--- src/rtl/dct_quant_if.sv ---
`default_nettype none
// ============================================================================
//  Module      : dct_quant_if
//  Description : Row bus between the 2-D DCT core and the quantizer stage.
//                Input side  : x_k_in (N x IW signed coefficients), in_valid,
//                              qshift (base quantizer shift).
//                Output side : q_out (N x OW signed levels), out_valid,
//                              out_row, out_first, out_last, blk_nz.
//                master = producer of rows / consumer of levels.
//                slave  = the quantizer unit.
//  Revision    : 1.0 - initial release
// ============================================================================
interface dct_quant_if #(
    parameter int N  = 16,
    parameter int IW = 12,
    parameter int OW = 8,
    parameter int QW = 3
);
    logic [N*IW-1:0]            x_k_in;
    logic                       in_valid;
    logic [QW-1:0]              qshift;
    logic [N*OW-1:0]            q_out;
    logic                       out_valid;
    logic [$clog2(N)-1:0]       out_row;
    logic                       out_first;
    logic                       out_last;
    logic [$clog2(N*N+1)-1:0]   blk_nz;

    modport master (
        output x_k_in, in_valid, qshift,
        input  q_out, out_valid, out_row, out_first, out_last, blk_nz
    );

    modport slave (
        input  x_k_in, in_valid, qshift,
        output q_out, out_valid, out_row, out_first, out_last, blk_nz
    );
endinterface
`default_nettype wire

--- src/rtl/dct_quant_unit.sv ---
`default_nettype none
// ============================================================================
//  Module      : dct_quant_unit
//  Description : Zone-dependent shift quantizer for 16x16 2-D DCT blocks.
//                Takes one row of N signed IW-bit coefficients per in_valid
//                cycle, applies shift s = qshift_blk + zone(r+c) with
//                round-half-away-from-zero and saturation to +/-(2^(OW-1)-1),
//                and emits N signed OW-bit levels two cycles later.
//                Ports:
//                  clk  - clock, rising edge
//                  rstn - synchronous active-low reset
//                  bus  - dct_quant_if.slave (row in, levels/row tags out,
//                         block non-zero count on the last row)
//  Revision    : 1.0 - initial release
// ============================================================================
module dct_quant_unit #(
    parameter int N  = 16,
    parameter int IW = 12,
    parameter int OW = 8,
    parameter int QW = 3
) (
    input  wire logic    clk,
    input  wire logic    rstn,
    dct_quant_if.slave   bus
);
    localparam int c_rw  = $clog2(N);          // row index width
    localparam int c_rsw = c_rw + 1;           // per-row non-zero count (0..N)
    localparam int c_nzw = $clog2(N*N + 1);    // per-block non-zero count
    localparam int c_sw  = QW + 1;             // total shift (base + zone 0..2)
    localparam int c_mw  = IW + 1;             // rounding headroom

    localparam logic [c_rw:0]   c_zone1_start = c_rsw'(4);
    localparam logic [c_rw:0]   c_zone2_start = c_rsw'(12);
    localparam logic [c_mw-1:0] c_lvl_max     = c_mw'((1 << (OW-1)) - 1);
    localparam logic [c_rw-1:0] c_last_row    = c_rw'(N - 1);

    // ---------------- input side / stage 1 ----------------
    logic [c_rw-1:0]            row_cnt_q,    row_cnt_d;
    logic [QW-1:0]              qshift_blk_q, qshift_blk_d;
    logic                       s1_valid_q,   s1_valid_d;
    logic [c_rw-1:0]            s1_row_q,     s1_row_d;
    logic [N-1:0]               s1_sign_q,    s1_sign_d;
    logic [N-1:0][IW-1:0]       s1_mag_q,     s1_mag_d;
    logic [N-1:0][c_sw-1:0]     s1_shift_q,   s1_shift_d;

    // ---------------- stage 2 / outputs ----------------
    logic [N*OW-1:0]            q_out_q,      q_out_d;
    logic                       out_valid_q,  out_valid_d;
    logic [c_rw-1:0]            out_row_q,    out_row_d;
    logic                       out_first_q,  out_first_d;
    logic                       out_last_q,   out_last_d;
    logic [c_nzw-1:0]           blk_nz_q,     blk_nz_d;
    logic [c_nzw-1:0]           nz_acc_q,     nz_acc_d;

    // combinational temporaries
    logic [QW-1:0]              w_shift_eff;
    logic [IW-1:0]              w_coef;
    logic [c_rw:0]              w_rc;
    logic [1:0]                 w_zone;
    logic [c_mw-1:0]            w_rnd;
    logic [c_mw-1:0]            w_m;
    logic [OW-2:0]              w_mag_sat;
    logic [OW-1:0]              w_lvl;
    logic [N*OW-1:0]            w_levels;
    logic [c_rsw-1:0]           w_row_sum;

    // Stage 1: row tracking, block shift latch, sign/magnitude and shift
    always_comb begin
        row_cnt_d    = row_cnt_q;
        qshift_blk_d = qshift_blk_q;
        s1_valid_d   = bus.in_valid;
        s1_row_d     = s1_row_q;
        s1_sign_d    = s1_sign_q;
        s1_mag_d     = s1_mag_q;
        s1_shift_d   = s1_shift_q;
        w_shift_eff  = qshift_blk_q;
        w_coef       = '0;
        w_rc         = '0;
        w_zone       = 2'd0;

        if (bus.in_valid) begin
            row_cnt_d = row_cnt_q + c_rw'(1);
            // Row 0 latches the block shift and already uses the new value.
            if (row_cnt_q == '0) begin
                qshift_blk_d = bus.qshift;
                w_shift_eff  = bus.qshift;
            end
            s1_row_d = row_cnt_q;
            for (int c = 0; c < N; c++) begin
                w_coef       = bus.x_k_in[c*IW +: IW];
                s1_sign_d[c] = w_coef[IW-1];
                // -2^(IW-1) maps to 2^(IW-1), which still fits IW unsigned bits.
                s1_mag_d[c]  = w_coef[IW-1] ? (~w_coef + IW'(1)) : w_coef;
                w_rc         = {1'b0, row_cnt_q} + c_rsw'(c);
                if (w_rc < c_zone1_start)
                    w_zone = 2'd0;
                else if (w_rc < c_zone2_start)
                    w_zone = 2'd1;
                else
                    w_zone = 2'd2;
                s1_shift_d[c] = c_sw'(w_shift_eff) + c_sw'(w_zone);
            end
        end
    end

    // Stage 2: round, shift, saturate, re-sign, count non-zero levels
    always_comb begin
        q_out_d     = q_out_q;
        out_valid_d = s1_valid_q;
        out_row_d   = out_row_q;
        out_first_d = 1'b0;
        out_last_d  = 1'b0;
        blk_nz_d    = '0;
        nz_acc_d    = nz_acc_q;
        w_rnd       = '0;
        w_m         = '0;
        w_mag_sat   = '0;
        w_lvl       = '0;
        w_levels    = '0;
        w_row_sum   = '0;

        for (int c = 0; c < N; c++) begin
            w_rnd = (s1_shift_q[c] != '0) ? (c_mw'(1) << (s1_shift_q[c] - c_sw'(1))) : '0;
            w_m   = (c_mw'(s1_mag_q[c]) + w_rnd) >> s1_shift_q[c];
            w_mag_sat = (w_m > c_lvl_max) ? c_lvl_max[OW-2:0] : w_m[OW-2:0];
            // Negating a zero magnitude yields zero, so no -0 can appear.
            w_lvl = s1_sign_q[c] ? (-{1'b0, w_mag_sat}) : {1'b0, w_mag_sat};
            w_levels[c*OW +: OW] = w_lvl;
            if (w_mag_sat != '0)
                w_row_sum = w_row_sum + c_rsw'(1);
        end

        if (s1_valid_q) begin
            q_out_d     = w_levels;
            out_row_d   = s1_row_q;
            out_first_d = (s1_row_q == '0);
            out_last_d  = (s1_row_q == c_last_row);
            if (s1_row_q == '0)
                nz_acc_d = c_nzw'(w_row_sum);
            else
                nz_acc_d = nz_acc_q + c_nzw'(w_row_sum);
            if (s1_row_q == c_last_row)
                blk_nz_d = nz_acc_q + c_nzw'(w_row_sum);
        end
    end

    always_ff @(posedge clk) begin
        if (!rstn) begin
            row_cnt_q    <= '0;
            qshift_blk_q <= '0;
            s1_valid_q   <= 1'b0;
            s1_row_q     <= '0;
            s1_sign_q    <= '0;
            s1_mag_q     <= '0;
            s1_shift_q   <= '0;
            q_out_q      <= '0;
            out_valid_q  <= 1'b0;
            out_row_q    <= '0;
            out_first_q  <= 1'b0;
            out_last_q   <= 1'b0;
            blk_nz_q     <= '0;
            nz_acc_q     <= '0;
        end else begin
            row_cnt_q    <= row_cnt_d;
            qshift_blk_q <= qshift_blk_d;
            s1_valid_q   <= s1_valid_d;
            s1_row_q     <= s1_row_d;
            s1_sign_q    <= s1_sign_d;
            s1_mag_q     <= s1_mag_d;
            s1_shift_q   <= s1_shift_d;
            q_out_q      <= q_out_d;
            out_valid_q  <= out_valid_d;
            out_row_q    <= out_row_d;
            out_first_q  <= out_first_d;
            out_last_q   <= out_last_d;
            blk_nz_q     <= blk_nz_d;
            nz_acc_q     <= nz_acc_d;
        end
    end

    assign bus.q_out     = q_out_q;
    assign bus.out_valid = out_valid_q;
    assign bus.out_row   = out_row_q;
    assign bus.out_first = out_first_q;
    assign bus.out_last  = out_last_q;
    assign bus.blk_nz    = blk_nz_q;

endmodule
`default_nettype wire
--- src/flat_wrapper.sv ---
// flat-port wrapper written by rule: the top's interface ports become plain ports
module dct_quant_unit_flat 
#(
    parameter int N  = 16,
    parameter int IW = 12,
    parameter int OW = 8,
    parameter int QW = 3
)
  (clk, rstn, bus_x_k_in, bus_in_valid, bus_qshift, bus_q_out, bus_out_valid, bus_out_row, bus_out_first, bus_out_last, bus_blk_nz);
  dct_quant_if #(.N(N), .IW(IW), .OW(OW), .QW(QW)) bus_i ();
  input  wire logic clk;
  input  wire logic rstn;
  input wire logic [$bits(bus_i.x_k_in)-1:0] bus_x_k_in;
  input wire logic [$bits(bus_i.in_valid)-1:0] bus_in_valid;
  input wire logic [$bits(bus_i.qshift)-1:0] bus_qshift;
  output wire logic [$bits(bus_i.q_out)-1:0] bus_q_out;
  output wire logic [$bits(bus_i.out_valid)-1:0] bus_out_valid;
  output wire logic [$bits(bus_i.out_row)-1:0] bus_out_row;
  output wire logic [$bits(bus_i.out_first)-1:0] bus_out_first;
  output wire logic [$bits(bus_i.out_last)-1:0] bus_out_last;
  output wire logic [$bits(bus_i.blk_nz)-1:0] bus_blk_nz;
  assign bus_i.x_k_in = bus_x_k_in;
  assign bus_i.in_valid = bus_in_valid;
  assign bus_i.qshift = bus_qshift;
  assign bus_q_out = bus_i.q_out;
  assign bus_out_valid = bus_i.out_valid;
  assign bus_out_row = bus_i.out_row;
  assign bus_out_first = bus_i.out_first;
  assign bus_out_last = bus_i.out_last;
  assign bus_blk_nz = bus_i.blk_nz;
  dct_quant_unit #(.N(N), .IW(IW), .OW(OW), .QW(QW)) u_core (.clk(clk), .rstn(rstn), .bus(bus_i));
endmodule
--- config.mk ---
export PLATFORM = sky130hd
export DESIGN_NAME = dct_quant_unit_flat
export DESIGN_NICKNAME = d
export VERILOG_FILES = /design/src/rtl/dct_quant_if.sv /design/src/rtl/dct_quant_unit.sv /design/src/flat_wrapper.sv
export SDC_FILE = /design/constraint.sdc
export NUM_CORES = 2
export LEC_CHECK = 0
export CAP_MARGIN = 10
export CORE_MARGIN = 2
export CORE_UTILIZATION = 60
export DETAILED_ROUTE_END_ITERATION = 8
export HOLD_SLACK_MARGIN = 0.02
export PLACE_DENSITY = 0.81
export SYNTH_ARGS = -nofsm -noshare
export SYNTH_HDL_FRONTEND = slang
export SYNTH_SLANG_ARGS = --single-unit
--- constraint.sdc ---
create_clock -name clk -period 44.7 [get_ports clk]
set_input_delay 8.94 -clock clk [delete_from_list [all_inputs] [get_ports clk]]
set_output_delay 8.94 -clock clk [all_outputs]
set_load 0.1 [all_outputs]
=== Word level (Yosys, flattened, before mapping) ===
Cells that the tools add are included.
Widths: inputs -> output; s select.

* Input port bits: 198
* Flip-flop bits (word level): 437
* Output and inout bits: 144
* Word-level logic and storage cells: 420

* Reductions and logical operators: 36
* $add $sub $neg: 112
* Shift operators: 32
* Equal/unequal tests: 1
* Magnitude comparators: 48
* Bitwise operators: 16
* Mux-type cells: 131

{| class="wikitable"
|+ Operators with widths
! cell !! count
|-
| $add 12x13->13 || 16
|-
| $gt 13x7->1 const B || 16
|-
| $mux 13 || 16
|-
| $shl 1x4->13 const A || 16
|-
| $shr 13x4->13 || 16
|-
| $add 12x1->12 const B || 16
|-
| $mux 12 || 16
|-
| $not 12->12 || 16
|-
| $mux 8 || 16
|-
| $neg 7->8 || 16
|-
| $mux 7 || 16
|-
| $reduce_bool 7->1 || 16
|-
| $mux 2 || 48
|-
| $lt 5x3->1 const B || 15
|-
| $lt 5x4->1 const B || 15
|-
| $mux 5 || 15
|-
| $add 5x1->5 const B || 14
|-
| $add 3x2->4 || 16
|-
| $reduce_bool 4->1 || 16
|-
| $sub 4x1->4 const B || 16
|-
| $add 4x4->5 const B || 8
|-
| $add 4x3->5 const B || 4
|-
| $add 4x2->5 const B || 2
|-
| $add 9x5->9 || 1
|-
| other kinds (12) || 14
|}

=== Logic depth before layout (Yosys ltp) ===
* Depth in word-level cells: 41
* Depth in mapped cells: 75
* Gate-level depth less buffers: 72

=== Least setup slack after synthesis ===
OpenSTA, ideal clock, no wires.

* Path kind: register -> register
* Start point: reg u_core.s1_shift_q[4] (netlist bit)
* End point: reg u_core.nz_acc_q[8]
* Setup slack: 29.730 ns
* Path buffers: 2
* Stages on the path, launching flop included: 72
* Clock period less this slack: 14.970 ns
* Required time: 44.635 ns
* Arrival: 14.905 ns
* Library setup time: 0.065 ns
* Cells stage by stage: dfxtp_1 -> clkbuf_1 -> inv_1 -> clkbuf_1 -> nand2_1 -> or3_1 -> fa_1 -> nor2b_1 -> o21ai_0 -> a21boi_0 -> o21ai_0 -> a21boi_0 -> o21ai_0 -> a21boi_0 -> o21ai_0 -> nand2_1 -> xor2_1 -> mux4_2 -> [36 not listed] -> o211ai_1 -> ha_1 -> mux2_2 -> ha_1 -> mux2_2 -> ha_1 -> mux2_2 -> ha_1 -> mux2_2 -> fa_1 -> a21o_1 -> a21oi_1 -> nor2b_1 -> o21a_1 -> and3_1 -> o21ai_0 -> a22oi_1 -> nor2b_1

* Longest elaborated chain between the ends: 39
* Elaborated cells on any way between the ends: 40
* Those cells by class: 17 x add/sub; 1 x order compare; 2 x shift; 18 x mux; 2 x reduce/logical

{| class="wikitable"
|+ Ends and longest elaborated chain
! item !! line !! RTL
|-
| start: declaration || dct_quant_unit.sv:44 || <nowiki>logic [N-1:0][c_sw-1:0] s1_shift_q, s1_shift_d;</nowiki>
|-
| start signal: assignment || dct_quant_unit.sv:170 || <nowiki>s1_shift_q <= s1_shift_d;</nowiki>
|-
| $sub 4x1->4 || dct_quant_unit.sv:123 || <nowiki>w_rnd = (s1_shift_q[c] != '0) ? (c_mw'(1) << (s1_shift_q[c] - c_sw'(1))) : '0;</nowiki>
|-
| $shl 1x4->13 || dct_quant_unit.sv:123 ||
|-
| $mux 13 || dct_quant_unit.sv:123 ||
|-
| $add 12x13->13 || dct_quant_unit.sv:124 || <nowiki>w_m = (c_mw'(s1_mag_q[c]) + w_rnd) >> s1_shift_q[c];</nowiki>
|-
| $shr 13x4->13 * || dct_quant_unit.sv:124 ||
|-
| $gt 13x7->1 || dct_quant_unit.sv:125 || <nowiki>w_mag_sat = (w_m > c_lvl_max) ? c_lvl_max[OW-2:0] : w_m[OW-2:0];</nowiki>
|-
| $mux 7 * || dct_quant_unit.sv:125 ||
|-
| $reduce_bool 7->1 * || dct_quant_unit.sv:129 || <nowiki>if (w_mag_sat != '0)</nowiki>
|-
| [23 not listed] || - ||
|-
| $add 5x1->5 || dct_quant_unit.sv:130 || <nowiki>w_row_sum = w_row_sum + c_rsw'(1);</nowiki>
|-
| $mux 5 * || dct_quant_unit.sv:129 ||
|-
| $add 5x1->5 || dct_quant_unit.sv:130 ||
|-
| $mux 5 * || dct_quant_unit.sv:129 ||
|-
| $add 5x1->5 || dct_quant_unit.sv:130 ||
|-
| $mux 5 * || dct_quant_unit.sv:129 ||
|-
| $add 9x5->9 * || dct_quant_unit.sv:141 || <nowiki>nz_acc_d = nz_acc_q + c_nzw'(w_row_sum);</nowiki>
|-
| $mux 9 * || dct_quant_unit.sv:138 || <nowiki>if (s1_row_q == '0)</nowiki>
|-
| end signal: assignment || dct_quant_unit.sv:177 || <nowiki>nz_acc_q <= nz_acc_d;</nowiki>
|-
| end: declaration || dct_quant_unit.sv:53 || <nowiki>logic [c_nzw-1:0] nz_acc_q, nz_acc_d;</nowiki>
|}

Every way passes the cells marked *; elsewhere a longest branch is shown, timed or not.
A chain may end at the register's enable or synchronous reset.

=== Worst setup path after layout ===
Ends and elaborated chain as after synthesis.

==> out/summary.md <==
The flow ran to the end, and the final reports show no timing, DRC or antenna violations. The count of fill cells added during filler insertion came out at 6500. For the switching power of the nets, the log shows 0.896 mW.

The die is 281 microns wide. Global routing used 31.6% of the available tracks. The post-layout instance area was 0.0515 sq mm; the final-stage net count was 6667. The logs give 45.28 ns for the required time of the critical path and 22.8% for the share of power burned in registers. Dividing the synthesized area by the synthesized cell count gives 7.57 sq um.

Across the routed clock network, the largest skew measured is 0.0387 ns. Max-cap violations in this run came to 0. The largest individual stage delay along the critical path comes from the cell sky130_fd_sc_hd__or4_1. Hold is met by 0.478 ns. The tools report the critical path launch point type as a flip-flop. Once the floorplan was initialized, standard cells occupied 60.7% of the core. The cell sitting at the root of the clock tree is a sky130_fd_sc_hd__clkbuf_16.

The initial antenna violation count was 3. 342 I/O pins were placed. Per report_power, the clock group accounts for 22.8% of the total. The post-detailed-route wirelength per cell works out to 17.9 microns.

Detailed placement ended at an HPWL of 96.3 mm. The count of unique library cells instantiated by Yosys was 114. Once the clock tree was built, the setup fixing pass inserted 0 buffers. The maximum number of pins on one net before global-route repair was 229; the fraction of synthesis flops using an asynchronous set or reset pin was 0%. The switching part of the total came out at 43.7%. The first global-routing pass estimated 210 mm of wire. Leaving out fill and tap cells, the most frequent cells in the layout are sky130_fd_sc_hd__nand2_1, sky130_fd_sc_hd__nor2_1, sky130_fd_sc_hd__dfxtp_1, sky130_fd_sc_hd__clkdlybuf4s50_1, sky130_fd_sc_hd__a21oi_1. In this design, the critical path's most frequently occurring cell is sky130_fd_sc_hd__ha_1. Highest attainable clock frequency: 60.9 MHz.

Area added between synthesis and finish: 11.8%. Largest delay contributor family on the critical path: adder cells. The cell area that synthesis handed to floorplanning was 0.0461 sq mm. The kind of critical path was reg2reg.

The tools report the core utilization of the finished layout as 67.9%. Path type of the worst min-delay path: reg2reg. Global routing finished with a remaining overflow of 0.

The worst-case IR drop observed on VDD is 0.0843 mV. The area of the die was 0.0791 sq mm. The Yosys step of the flow raised 0 warnings. The number of iterations in the first detailed-routing pass is 8, and the maximum fanout encountered on the critical timing path is 19. By area the synthesized netlist is led by sky130_fd_sc_hd__dfxtp_1, sky130_fd_sc_hd__ha_1, sky130_fd_sc_hd__nand2_1, sky130_fd_sc_hd__mux2i_1, sky130_fd_sc_hd__o211a_1.

The critical path arrival was 17.01 ns. The number of synthesized register bits was 437; the share of power burned in combinational logic was 54.4%. The via count came out at 45200.

The starting DRC count in detailed routing is 4028. The core region is 0.0759 sq mm. The die span in y was 281 microns.

The number of hold buffers added after CTS was 0. The total wirelength of the detailed-routed design came out at 130 mm. For the post-route antenna net violation count, the log shows 0. The run gives 101 as the placement row count.

The sequential element share of the synthesized area came out at 19.0%. The post-detailed-route via-to-cell ratio came out at 6.26. Dividing the final minimum period by the clock period gives 36.8%. The routability congestion estimate is 0.981. For the sum of negative setup slack, the log shows 0 ns. Post-CTS repair changed the size of 0 cells. The number of global-route vias before repair was 41600.

Clock-pin slew was measured on the worst setup and hold paths at 0.07 ns. After detailed routing, the number of remaining DRC violations is 0. The worst slew margin relative to its limit was 24.9%; the share of the synthesized area in the top cell type was 19.0%.

For the number of failing hold endpoints at the final stage, the log shows 0. Of the cells placed in the final design, the portion with a size suffix greater than 1 is 4.70%. The tools report the endpoint type of the worst setup path as a flip-flop. The measured slew at the worst slew-check pin was 1.13 ns; the count of flip-flops with a built-in enable after synthesis was 0.

The count of input and output buffers is 341. The synthesized design spends more area on one cell type than any other, namely sky130_fd_sc_hd__dfxtp_1. For this design, the sink count on the clock tree is 437. Cell internal power was estimated by the tool at 1.15 mW. The count of mapped cells out of synthesis came out at 6089.

The run gives 0 as the total setup violations reported at the end of the flow. The area after detailed placement was 0.0497 sq mm. Setup repair after global routing left no endpoint under its margin.

Leaving out fill and tap cells, the most frequent cell in the layout is sky130_fd_sc_hd__nand2_1. The number of pins with negative max-slew slack in the final report was 0; the later-pin clock latency in the skew report was 0.64 ns. The largest single stage delay on the critical path is 0.56 ns.

TritonCTS built the clock tree. TritonCTS created 52 clock buffers. The post-synth net total came out at 6608. The static leakage was 22.3 nW; the maximum level of the CTS H-tree was 2. The final critical-path required period was 16.43 ns. Counting both buffers and inverters, the worst setup path holds a total of 3. For this run, the leading register cell type out of synthesis is sky130_fd_sc_hd__dfxtp_1. Counting along the longest clock path gives a buffer depth of 3.

The power density of the placed cells is 39.7 mW/mm^2.
## metrics by stage
step           worst slack (ns)  total power [mW]  std cells
6_report                  28.27              2.05       7222
2_1_floorplan             29.73              1.33       6089
3_3_place_gp              28.81              1.53       7124
5_1_grt                   26.99              2.18       7222
3_5_place_dp              28.39              1.56       7124
4_1_cts                   28.37              2.05       7219
## cell families (layout without fill, tap and decap cells)
family,after synthesis,after routing,synth area share (%)
muxes,308,308,7.73
xor gates and xnor gates,393,393,7.80
other,1,4,0.00813
adders and majority gates,322,322,9.27
DFF,437,437,19.0
buffers and inverters,661,761,5.40
AOI/OAI and AO/OA,1716,1716,27.4
and+or+nand+nor,2251,2251,23.4
## registers in the layout, summed over array words and instances, names as in the netlist
signal / cells
u_core.s1_mag_q: 192
u_core.bus.q_out: 128
u_core.s1_shift_q: 64
u_core.s1_sign_q: 16
u_core.bus.blk_nz: 9
u_core.nz_acc_q: 9
u_core.bus.out_row: 4
u_core.row_cnt_q: 4
u_core.s1_row_q: 4
u_core.qshift_blk_q: 3
u_core.bus.out_first: 1
u_core.bus.out_last: 1
u_core.bus.out_valid: 1
u_core.out_valid_d: 1
## worst paths after layout
| kind | startpoint | end | slack [ns] | cells past startpoint |
|---|---|---|---|---|
| worst max-delay path | u_core.s1_shift_q[4] | u_core.nz_acc_q[8] | 28.27 | 69 |
| worst min register to register | u_core.bus.q_out[61] | u_core.bus.q_out[61] | 0.48 | 1 |
| worst min-delay path | u_core.bus.q_out[61] | u_core.bus.q_out[61] | 0.48 | 1 |
| worst max register to register | u_core.s1_shift_q[4] | u_core.nz_acc_q[8] | 28.27 | 69 |
## metal layers
layer	GRT usage, %	routed length (microns)	vias up	part of all wire, %
met4	11.9	4570	0	3.5
li1	-	-	22200	-
met1	41.7	57400	21200	44
met3	3.92	7870	280	6.1
met5	0	0	-	0
met2	52.5	59800	1558	46
## power by group through the flow
stage	sequential [mW]	clock, mW	combinational, mW
floorplan	0.533	0	0.800
global placement	0.473	0	1.06
detailed placement	0.474	0	1.09
CTS	0.466	0.476	1.10
global route	0.471	0.490	1.22
finish	0.467	0.467	1.11
## layout make-up
type	count	area (sq um)	share of cell area [%]
inverters	295	1110	2.15
repair buffers	371	3660	7.10
flip-flops and latches	437	8750	17.0
clock buffers	66	1410	2.73
diodes	3	7.51	0.0146
clock inverters	29	442	0.857
multi-input cells	4991	34900	67.7
well taps	1030	1290	2.50
## synth_stat cells (all sizes together), types with 20 or more instances
| cell type | instances |
|---|---|
| a2111oi | 20 |
| a211o | 39 |
| a211oi | 114 |
| a21boi | 73 |
| a21o | 74 |
| a21oi | 293 |
| a221oi | 26 |
| a22oi | 28 |
| a31oi | 37 |
| and2 | 63 |
| and3 | 28 |
| buf | 48 |
| clkbuf | 318 |
| dfxtp | 437 |
| fa | 33 |
| ha | 288 |
| inv | 282 |
| mux2 | 35 |
| mux2i | 238 |
| mux4 | 35 |
| nand2 | 689 |
| nand2b | 84 |
| nand3 | 109 |
| nand4 | 36 |
| nor2 | 595 |
| nor2b | 252 |
| nor3 | 153 |
| nor3b | 23 |
| nor4 | 46 |
| o211a | 226 |
| o211ai | 77 |
| o21a | 86 |
| o21ai | 263 |
| o22ai | 27 |
| o31a | 21 |
| o31ai | 72 |
| o41ai | 21 |
| or2 | 34 |
| or3 | 60 |
| or4 | 27 |
| xnor2 | 205 |
| xor2 | 185 |
(Power assumes the default switching activity.)
